===== config.mk =====
export PLATFORM = sky130hd
export DESIGN_NAME = rca_result_buf
export DESIGN_NICKNAME = d
export VERILOG_FILES = /design/src/rtl/rca_result_buf.sv
export SDC_FILE = /design/constraint.sdc
export NUM_CORES = 1
export LEC_CHECK = 0
export ABC_CLOCK_PERIOD_IN_PS = 5150
export CAP_MARGIN = 20
export CORE_MARGIN = 2
export CORE_UTILIZATION = 53
export CTS_CLUSTER_SIZE = 28
export DETAILED_ROUTE_END_ITERATION = 8
export HOLD_SLACK_MARGIN = 0.08
export PLACE_DENSITY = 0.77
export SETUP_SLACK_MARGIN = 0.2
export SYNTH_ARGS = -nofsm -noshare
export SYNTH_HDL_FRONTEND = slang
export SYNTH_SLANG_ARGS = --single-unit

===== constraint.sdc =====
create_clock -name clock -period 5.15 [get_ports clock]
set_clock_uncertainty 0.15 [all_clocks]
set_input_delay 0.7725 -clock clock [delete_from_list [all_inputs] [get_ports clock]]
set_output_delay 0.7725 -clock clock [all_outputs]
set_load 0.02 [all_outputs]

===== src/rtl/rca_result_buf.sv =====
// Result FIFO behind a registered 32-bit adder stage with a fixed capture latency of 2.
// Defining RCA_RESULT_BUF_CO_COUNT_EN adds a saturating counter of carry-set results.
module rca_result_buf #(
    parameter int DEPTH = 4,
    parameter int CW    = $clog2(DEPTH) + 1
) (
    input  logic          clock,
    input  logic          reset,
    input  logic          in_valid,
    output logic          in_ready,
    input  logic [31:0]   s_rca,
    input  logic          co_rca,
    output logic          out_valid,
    input  logic          out_ready,
    output logic [31:0]   out_sum,
    output logic          out_co,
    output logic [CW-1:0] count,
    output logic          err,
    output logic [7:0]    co_count
);
    localparam int AW = (DEPTH > 1) ? $clog2(DEPTH) : 1;

    logic [32:0]   mem [DEPTH];
    logic [AW-1:0] rd_ptr;
    logic [AW-1:0] wr_ptr;
    logic [CW-1:0] fill;
    logic [1:0]    pipe;
    logic          err_q;
    logic          full;
    logic          pop;
    logic          cap;
    logic          push;
    logic          drop;
    logic [CW:0]   occupancy;

    // Every in_valid is tracked, even without in_ready, so overruns are caught.
    assign cap       = pipe[1];
    assign full      = (fill == CW'(DEPTH));
    assign out_valid = (fill != '0);
    assign pop       = out_valid && out_ready;
    assign push      = cap && (!full || pop);
    assign drop      = cap && full && !pop;

    assign occupancy = {1'b0, fill} + (CW+1)'(pipe[0]) + (CW+1)'(pipe[1]);
    assign in_ready  = (occupancy <= (CW+1)'(DEPTH - 1));

    assign out_sum  = mem[rd_ptr][31:0];
    assign out_co   = mem[rd_ptr][32];
    assign count    = fill;
    assign err      = err_q;

    always_ff @(posedge clock) begin
        if (reset) begin
            rd_ptr <= '0;
            wr_ptr <= '0;
            fill   <= '0;
            pipe   <= '0;
            err_q  <= 1'b0;
        end else begin
            pipe <= {pipe[0], in_valid};
            if (push) wr_ptr <= wr_ptr + AW'(1);
            if (pop)  rd_ptr <= rd_ptr + AW'(1);
            if (push && !pop)
                fill <= fill + CW'(1);
            else if (pop && !push)
                fill <= fill - CW'(1);
            if (drop) err_q <= 1'b1;
        end
    end

    // Storage needs no reset; only the pointers and count define content.
    always_ff @(posedge clock) begin
        if (!reset && push)
            mem[wr_ptr] <= {co_rca, s_rca};
    end

`ifdef RCA_RESULT_BUF_CO_COUNT_EN
    logic [7:0] co_q;

    always_ff @(posedge clock) begin
        if (reset)
            co_q <= '0;
        else if (push && co_rca && co_q != 8'hFF)
            co_q <= co_q + 8'd1;
    end

    assign co_count = co_q;
`else
    assign co_count = 8'd0;
`endif

endmodule


# ---- Word level (Yosys, flattened, before mapping)
# Memories as Yosys holds them, arrays and structs flattened. A register that Yosys moved wholly into a read port is not among the register bits.
# Cells that the tools add are included.
dict set report word_totals {
  ff_bits 10
  ram_bits 132
  input_bits 37
  word_cells 34
  memories 1
}
dict set report classes {
  add_sub_neg 6
  magnitude_cmp 1
  eq_ne 1
  muxes 6
  n_reduce_logical 14
}
# name depth width rd rd_clocked_by_memory_dff wr line
set mem_list {}
lappend mem_list {mem 4 33 1 1 1 23} ;# logic [32:0] mem [DEPTH];
# op count
set op_table {}
lappend op_table {{logical AND 1 bit} 7}
lappend op_table {{2-to-1 mux 3 bit} 2}
lappend op_table {{adder 2 x 1 -> 2 bit (second input constant)} 2}
lappend op_table {{adder 3 x 1 -> 4 bit} 1}
lappend op_table {{adder 4 x 1 -> 4 bit} 1}
lappend op_table {{less-or-equal comparator 4 x 2 -> 1 bit (second input constant)} 1}
lappend op_table {{zero test 1 bit} 4}
lappend op_table {{2-to-1 mux 2 bit} 2}
lappend op_table {{adder 3 x 1 -> 3 bit (second input constant)} 1}
lappend op_table {{equality test 3 bit (second input constant)} 1}
lappend op_table {{nonzero test 3 bit} 1}
lappend op_table {{subtractor 3 x 1 -> 3 bit (second input constant)} 1}
lappend op_table {{2-to-1 mux 1 bit} 2}
lappend op_table {{nonzero test 2 bit} 1}
lappend op_table {{logical OR 1 bit} 1}

# ---- Logic depth before layout (Yosys ltp)
# Gate-level depths: netlist of the first run.
dict set report depth {
  depth_word 8
  ltp_mapped 9
}

# ---- Worst setup path after synthesis of the first run
# Ideal clock, no wire load.
dict set report synth_path {
  path_type {input-to-reg}
  start {in out_ready}
  end {mem mem[1][0] (enable)}
  setup_ps 471
  arrival_ps 3461
  setup_slack_ps 1068
  cell_stages 3
  path_buffers 0
  cell_sequence {nor4b_2 -> nand2b_4 -> nor3b_1}
}
dict set report synth_via {
  elab_chain_cells 6
}
# element line
set synth_lines {}
lappend synth_lines {{start: declaration} 14} ;# input logic out_ready,
lappend synth_lines {{logical AND 1 bit} 40} ;# assign pop = out_valid && out_ready;
lappend synth_lines {{logical OR 1 bit} 41} ;# assign push = cap && (!full || pop);
lappend synth_lines {{logical AND 1 bit} 41}
lappend synth_lines {{logical AND 1 bit} 73} ;# if (!reset && push)
lappend synth_lines {{2-to-1 mux 1 bit} 73}
lappend synth_lines {{2-to-1 mux 1 bit (implied by the code)} 74} ;# mem[wr_ptr] <= {co_rca, s_rca};
lappend synth_lines {{end: declaration} 23}
# No other way between the ends.

==> flow_summary.ini, run 1 <==
[drt]
ant_nets = 0
firstDrtPassIters = 4
wl_per_cell_um = 18.8
drc = 0
viasPerCell = 5.40
drtIter0Drc = 169
finalWirelength_mm = 8.97
vias = 2581

[die]
rows = 36
coreArea_um2 = 9860
pin_count = 84
die_y_um = 105
dieArea_um2 = 11000
start_util_pct = 54.9
fp.dieW_um = 105

[final_layout]
drive_gt1_share_pct = 24.1
layout.cells.non_filler = 478
area_growth_pct = 28.1
multi_input_area_um2 = 1130
nets = 377
antenna_cells = 0
ff_latch_area_um2 = 4210
fill_cells = 589

[setup_path]
cp_data_required_time_ns = 4.23
cp.arrival_ns = 2.76
crit_path_end_kind = output pin
path_class = reg2out
startpoint_type = register
critPathMaxFanout = 18

[cts]
ctsResizeCount = 0
cts.hold.buffers_added = 0
clock-sinks = 144
clkLatencyLatePin_ns = 0.50
cts_inserted_buffers = 17
cts_root_buf = clkbuf_8
clkTransAtPathRegs_ns = 0.06
cts_tree = built
clock_path_buffers = 2
cts_setup_buffers = 0
htree_levels = 4

[sta]
tns_ns = 0
fmax_ghz = 0.271
relSlewSlack_pct = 41.3
tightest_slew_ns = 0.880
period_needed_ns = 3.69
rsz0062_at_grt = false
setup_viol = 0
worst_slack_ns = 1.46
drv_slew = 0
holdWs_ns = 0.319
hold_viol_final = 0
period_share_pct = 71.6

[synthesis]
ys_types = 28
synth-seq-cells = 144
yosys-top-cells-area = edfxtp_1, mux4_2, dfxtp_1
synth.top_cell.area_share_pct = 73.2
synthCells = 240
yosysTopAreaCell = edfxtp_1
syn_area_um2 = 5410
syn_area_per_cell_um2 = 22.6
yosysSeqAreaShare_pct = 77.7
yosysWarnings = 0

[job]
maxCapViolations = 0

[pwr]
switching_share_pct = 24.6
leakagePower_nw = 2.27
combPwrFrac_pct = 17.2
vdd_drop_max_uv = 297
power_density_nw_per_um2 = 449
power_frac_clock_pct = 38.9
power.internal_mw = 2.35
power_switching_mw = 0.765
power_frac_seq_pct = 44.0

[run_status]
outcome = finished clean

[place]
gp_congestion = 0.698
preCtsSetupSlack_ns = 1.91
io_buffers = 75
dpl.hpwl_mm = 5.37
dp.cells = 447

[global_routing]
grt_pass1_vias = 2736
grt_max_degree = 34
gr-usage-all-layers_pct = 17.2
grt_pass1_wl_mm = 14.0
overflow = 0
antenna_found_initial = 0

[min_path]
min_path_type = reg2reg
## power by group through the flow
| stage | Sequential [mW] | Combinational, mW | Clock, mW |
|---|---|---|---|
| 6_report | 1.37 | 0.534 | 1.21 |
| 5_1_grt | 1.38 | 0.569 | 1.28 |
| 4_1_cts | 1.37 | 0.541 | 1.23 |
| 3_5_place_dp | 1.40 | 0.536 | 0 |
| 3_3_place_gp | 1.39 | 0.534 | 0 |
| 2_1_floorplan | 1.37 | 0.340 | 0 |
## critical path, stage by stage, from the launching register on
cell             delay (ns)
dfxtp_2                0.68
buf_4                  0.45
mux4_2                 0.56
clkdlybuf4s50_1        0.56
## metal layers
metal	vias up	share of wire (%)	track usage [%]
li1	1148	-	-
met1	1343	42	22.5
met2	81	52	28.2
met3	9	4.9	4.93
met4	0	1.1	5.71
met5	-	0	0
## worst paths after layout
path	start	end	slack [ns]	cells after the start
setup reg to reg	count[0]	count[2]	2.77	9
hold reg to reg	pipe[0]	pipe[1]	0.32	1
setup / recovery	register	out_sum[29]	1.46	3
hold / removal	pipe[0]	pipe[1]	0.32	1
## cells in the final DEF, fill, tap and decap left out
master and count:
conb_1 8, mux2i_1 2, a21o_1 1, o311ai_0 1
or3_2 1, inv_1 3, mux2_4 1, bufinv_16 3
clkinvlp_4 2, clkinv_1 1, clkbuf_8 1, a21oi_1 3
inv_6 4, clkinv_4 3, nand2b_4 1, nand2b_1 2
ha_1 6, or3_1 1, nor4b_2 1, clkdlybuf4s50_1 75
o31ai_1 1, buf_4 9, fa_1 1, dfxtp_1 10
nor2b_1 2, xor2_1 4, o21ai_0 1, nor2_1 8
edfxtp_1 132, nor3b_2 4, inv_2 1, mux4_2 33
inv_8 1, clkbuf_16 16, dfxtp_2 2
## Yosys cell counts
library cell  number
nor2b_1            2
nor3b_1            4
ha_1               6
o31ai_1            1
or3_1              1
mux2i_1            2
clkbuf_1           1
buf_2              4
o311ai_0           1
nand2b_1           2
mux4_2            33
or3_2              1
mux2_4             1
dfxtp_1           12
buf_1              1
buf_4             11
nor2_1             8
nor4b_2            1
edfxtp_1         132
a21o_1             1
o21ai_0            1
xor2_1             4
a21oi_1            3
inv_1              3
conb_1             1
fa_1               1
nand2b_4           1
inv_2              1
## through the flow
stage / cell area [um2] / total power [mW] / utilization (%)
finish: 6930 / 3.11 / 70.3
global route: 6930 / 3.23 / 70.3
CTS: 6930 / 3.14 / 70.3
detailed placement: 6340 / 1.93 / 64.2
global placement: 6340 / 1.93 / 64.2
floorplan: 5440 / 1.71 / -
## logic make-up (layout without fill, tap and decap cells)
family / after synthesis / in the layout / synth area share [%]
AOI/OAI and AO/OA: 7 / 7 / 0.809
buffers and inverters: 21 / 119 / 2.31
muxes: 36 / 36 / 14.4
xor gates and xnor gates: 4 / 4 / 0.647
DFF: 144 / 144 / 77.7
other: 1 / 8 / 0.0693
adders and majority gates: 7 / 7 / 1.76
and+or+nand+nor: 20 / 20 / 2.36
## final cells by class
class / count / area share (%)
flip-flops and latches: 144 / 60.7
multi-input cells: 82 / 16.3
repair buffers: 84 / 11.8
clock buffers: 17 / 5.97
clock inverters: 14 / 2.62
well taps: 133 / 2.40
inverters: 4 / 0.217
## registers in the layout, summed over array words and instances, names as in the netlist, named ones only
| signal | count |
|---|---|
| mem | 132 |
| count | 3 |
| pipe | 2 |
| rd_ptr | 2 |
| wr_ptr | 2 |
| err | 1 |
Power figures use the tool's default switching activity.
==> inputs of run 2 (changes only) <==
- ABC_CLOCK_PERIOD_IN_PS: 5150 -> 3680
- clock period: 5.15 -> 3.68 ns (I/O delays scaled with it)
==> run 2 against run 1 <==
- cell count is 0.63% higher
- routed wire length up 8.7%
- combinational power grew 47%
- cell area grew 1.6%
- die area unchanged
- sequential share of layout area is 0.96 points lower
- total power up 49%
- first-iteration DRC count rose by 7.1%
- core utilization up 1.1 points
- clock-buffer cell count up 1
- via count up 0.50%
==> flow_summary.ini, run 2 (synthesized netlist as in run 1, its figures left out) <==
[cts]
ctsResizeCount = 0
clkTransAtPathRegs_ns = 0.06
cts.hold.buffers_added = 0
cts_inserted_buffers = 17
clock-sinks = 144
clock_path_buffers = 2
cts_root_buf = clkbuf_8
cts_setup_buffers = 0
htree_levels = 4
cts_tree = built
clkLatencyLatePin_ns = 0.51

[setup_path]
cp_data_required_time_ns = 2.98
crit_path_end_kind = output pin
critPathMaxFanout = 24
startpoint_type = register
cp.arrival_ns = 2.52
path_class = reg2out

[drt]
wl_per_cell_um = 20.3
firstDrtPassIters = 4
vias = 2594
viasPerCell = 5.39
finalWirelength_mm = 9.75
drtIter0Drc = 181
ant_nets = 0
drc = 0

[final_layout]
final_common_cell = edfxtp_1
utilization_pct = 71.4
largest_reg_flops = 132
area_growth_pct = 30.1
drive_gt1_share_pct = 24.7
nets = 379
regMostFlops = mem
antenna_cells = 0
mostFrequentLayoutCells = edfxtp_1, clkdlybuf4s50_1, mux4_2

[global_routing]
grt_pass1_vias = 2726
grt_max_degree = 25
grt.met2_usage_pct = 29.9
grt_util_met3_pct = 6.99
overflow = 0
grt_pass1_wl_mm = 15.2
gr-usage-all-layers_pct = 19.3
grt-busiest-layer = met2
use_met1_pct = 25.3
antenna_found_initial = 0

[die]
coreArea_um2 = 9860
dieArea_um2 = 11000
die_y_um = 105
start_util_pct = 54.9
pin_count = 84
rows = 36
fp.dieW_um = 105

[sta]
setup_viol = 0
holdWs_ns = 0.322
rsz0062_at_grt = false
hold_viol_final = 0
period_needed_ns = 3.22
tightest_slew_ns = 0.636
drv_slew = 0
relSlewSlack_pct = 57.5
period_share_pct = 87.5
fmax_ghz = 0.310
worst_slack_ns = 0.459

[pwr]
power.internal_mw = 3.56
combPwrFrac_pct = 17.0
leakagePower_nw = 2.32
power_frac_clock_pct = 42.0
power_density_nw_per_um2 = 657
finalPower_mw = 4.63
power_frac_seq_pct = 41.1
vdd_drop_max_uv = 359
switching_share_pct = 23.1
power_switching_mw = 1.07

[job]
maxCapViolations = 0

[place]
dpl.hpwl_mm = 5.80
gp_congestion = 0.672
io_buffers = 75
preCtsSetupSlack_ns = 0.806

[run_status]
outcome = finished clean

[min_path]
min_path_type = reg2reg
[run 2: cell count changes in the layout (fill, tap and decap cells not counted)]
cell | previous run | this run
clkbuf_1 | 0 | 1
inv_6 | 4 | 1
clkinv_1 | 1 | 0
bufinv_16 | 3 | 7
inv_8 | 1 | 0
buf_12 | 0 | 1
clkinv_4 | 3 | 2
clkinv_2 | 0 | 2
buf_4 | 9 | 10
[run 2: per-stage QoR]
stage	TNS, ns	std cells	instance area (um2)
after floorplan	-34.74	247	5440
after global placement	0	449	6360
after detailed placement	0	449	6360
after CTS	0	481	7040
after global routing	0	481	7040
final	0	481	7040
[run 2: critical path: stages, from the launching register on]
cell             delay (ns)
dfxtp_2                0.59
buf_12                 0.29
mux4_2                 0.56
clkdlybuf4s50_1        0.57
[run 2: power groups by stage]
stage	logic, mW	clock network [mW]	registers, mW
finish	0.786	1.94	1.90
global route	0.835	2.04	1.91
CTS	0.794	1.98	1.90
detailed placement	0.787	0	1.93
global placement	0.784	0	1.93
floorplan	0.475	0	1.91
[run 2: per-layer routing]
metal	share of wire, %	wire length [um]
met5	0	0
met4	1.3	127
met3	5.3	513
met2	51	4950
met1	43	4160
[run 2: final timing paths]
check                              start           to  slack [ns]  cells past startpoint
worst max register to register  count[0]     count[2]        1.32                      9
worst min-delay path             pipe[0]      pipe[1]        0.32                      1
worst max-delay path            register  out_sum[11]        0.46                      3
worst min register to register   pipe[0]      pipe[1]        0.32                      1
[run 2: layout make-up]
class | instances | area, um2
multi-input cells | 82 | 1130
repair buffers | 86 | 846
flip-flops and latches | 144 | 4210
clock inverters | 14 | 262
inverters | 4 | 15.0
clock buffers | 18 | 418
well taps | 133 | 166
fillers | 617 | 2820
==> inputs of run 3 (changes only) <==
- CAP_MARGIN: 20 -> unset
==> results of run 3 <==
Final layout, timing and power as in run 2 (identical DEF).
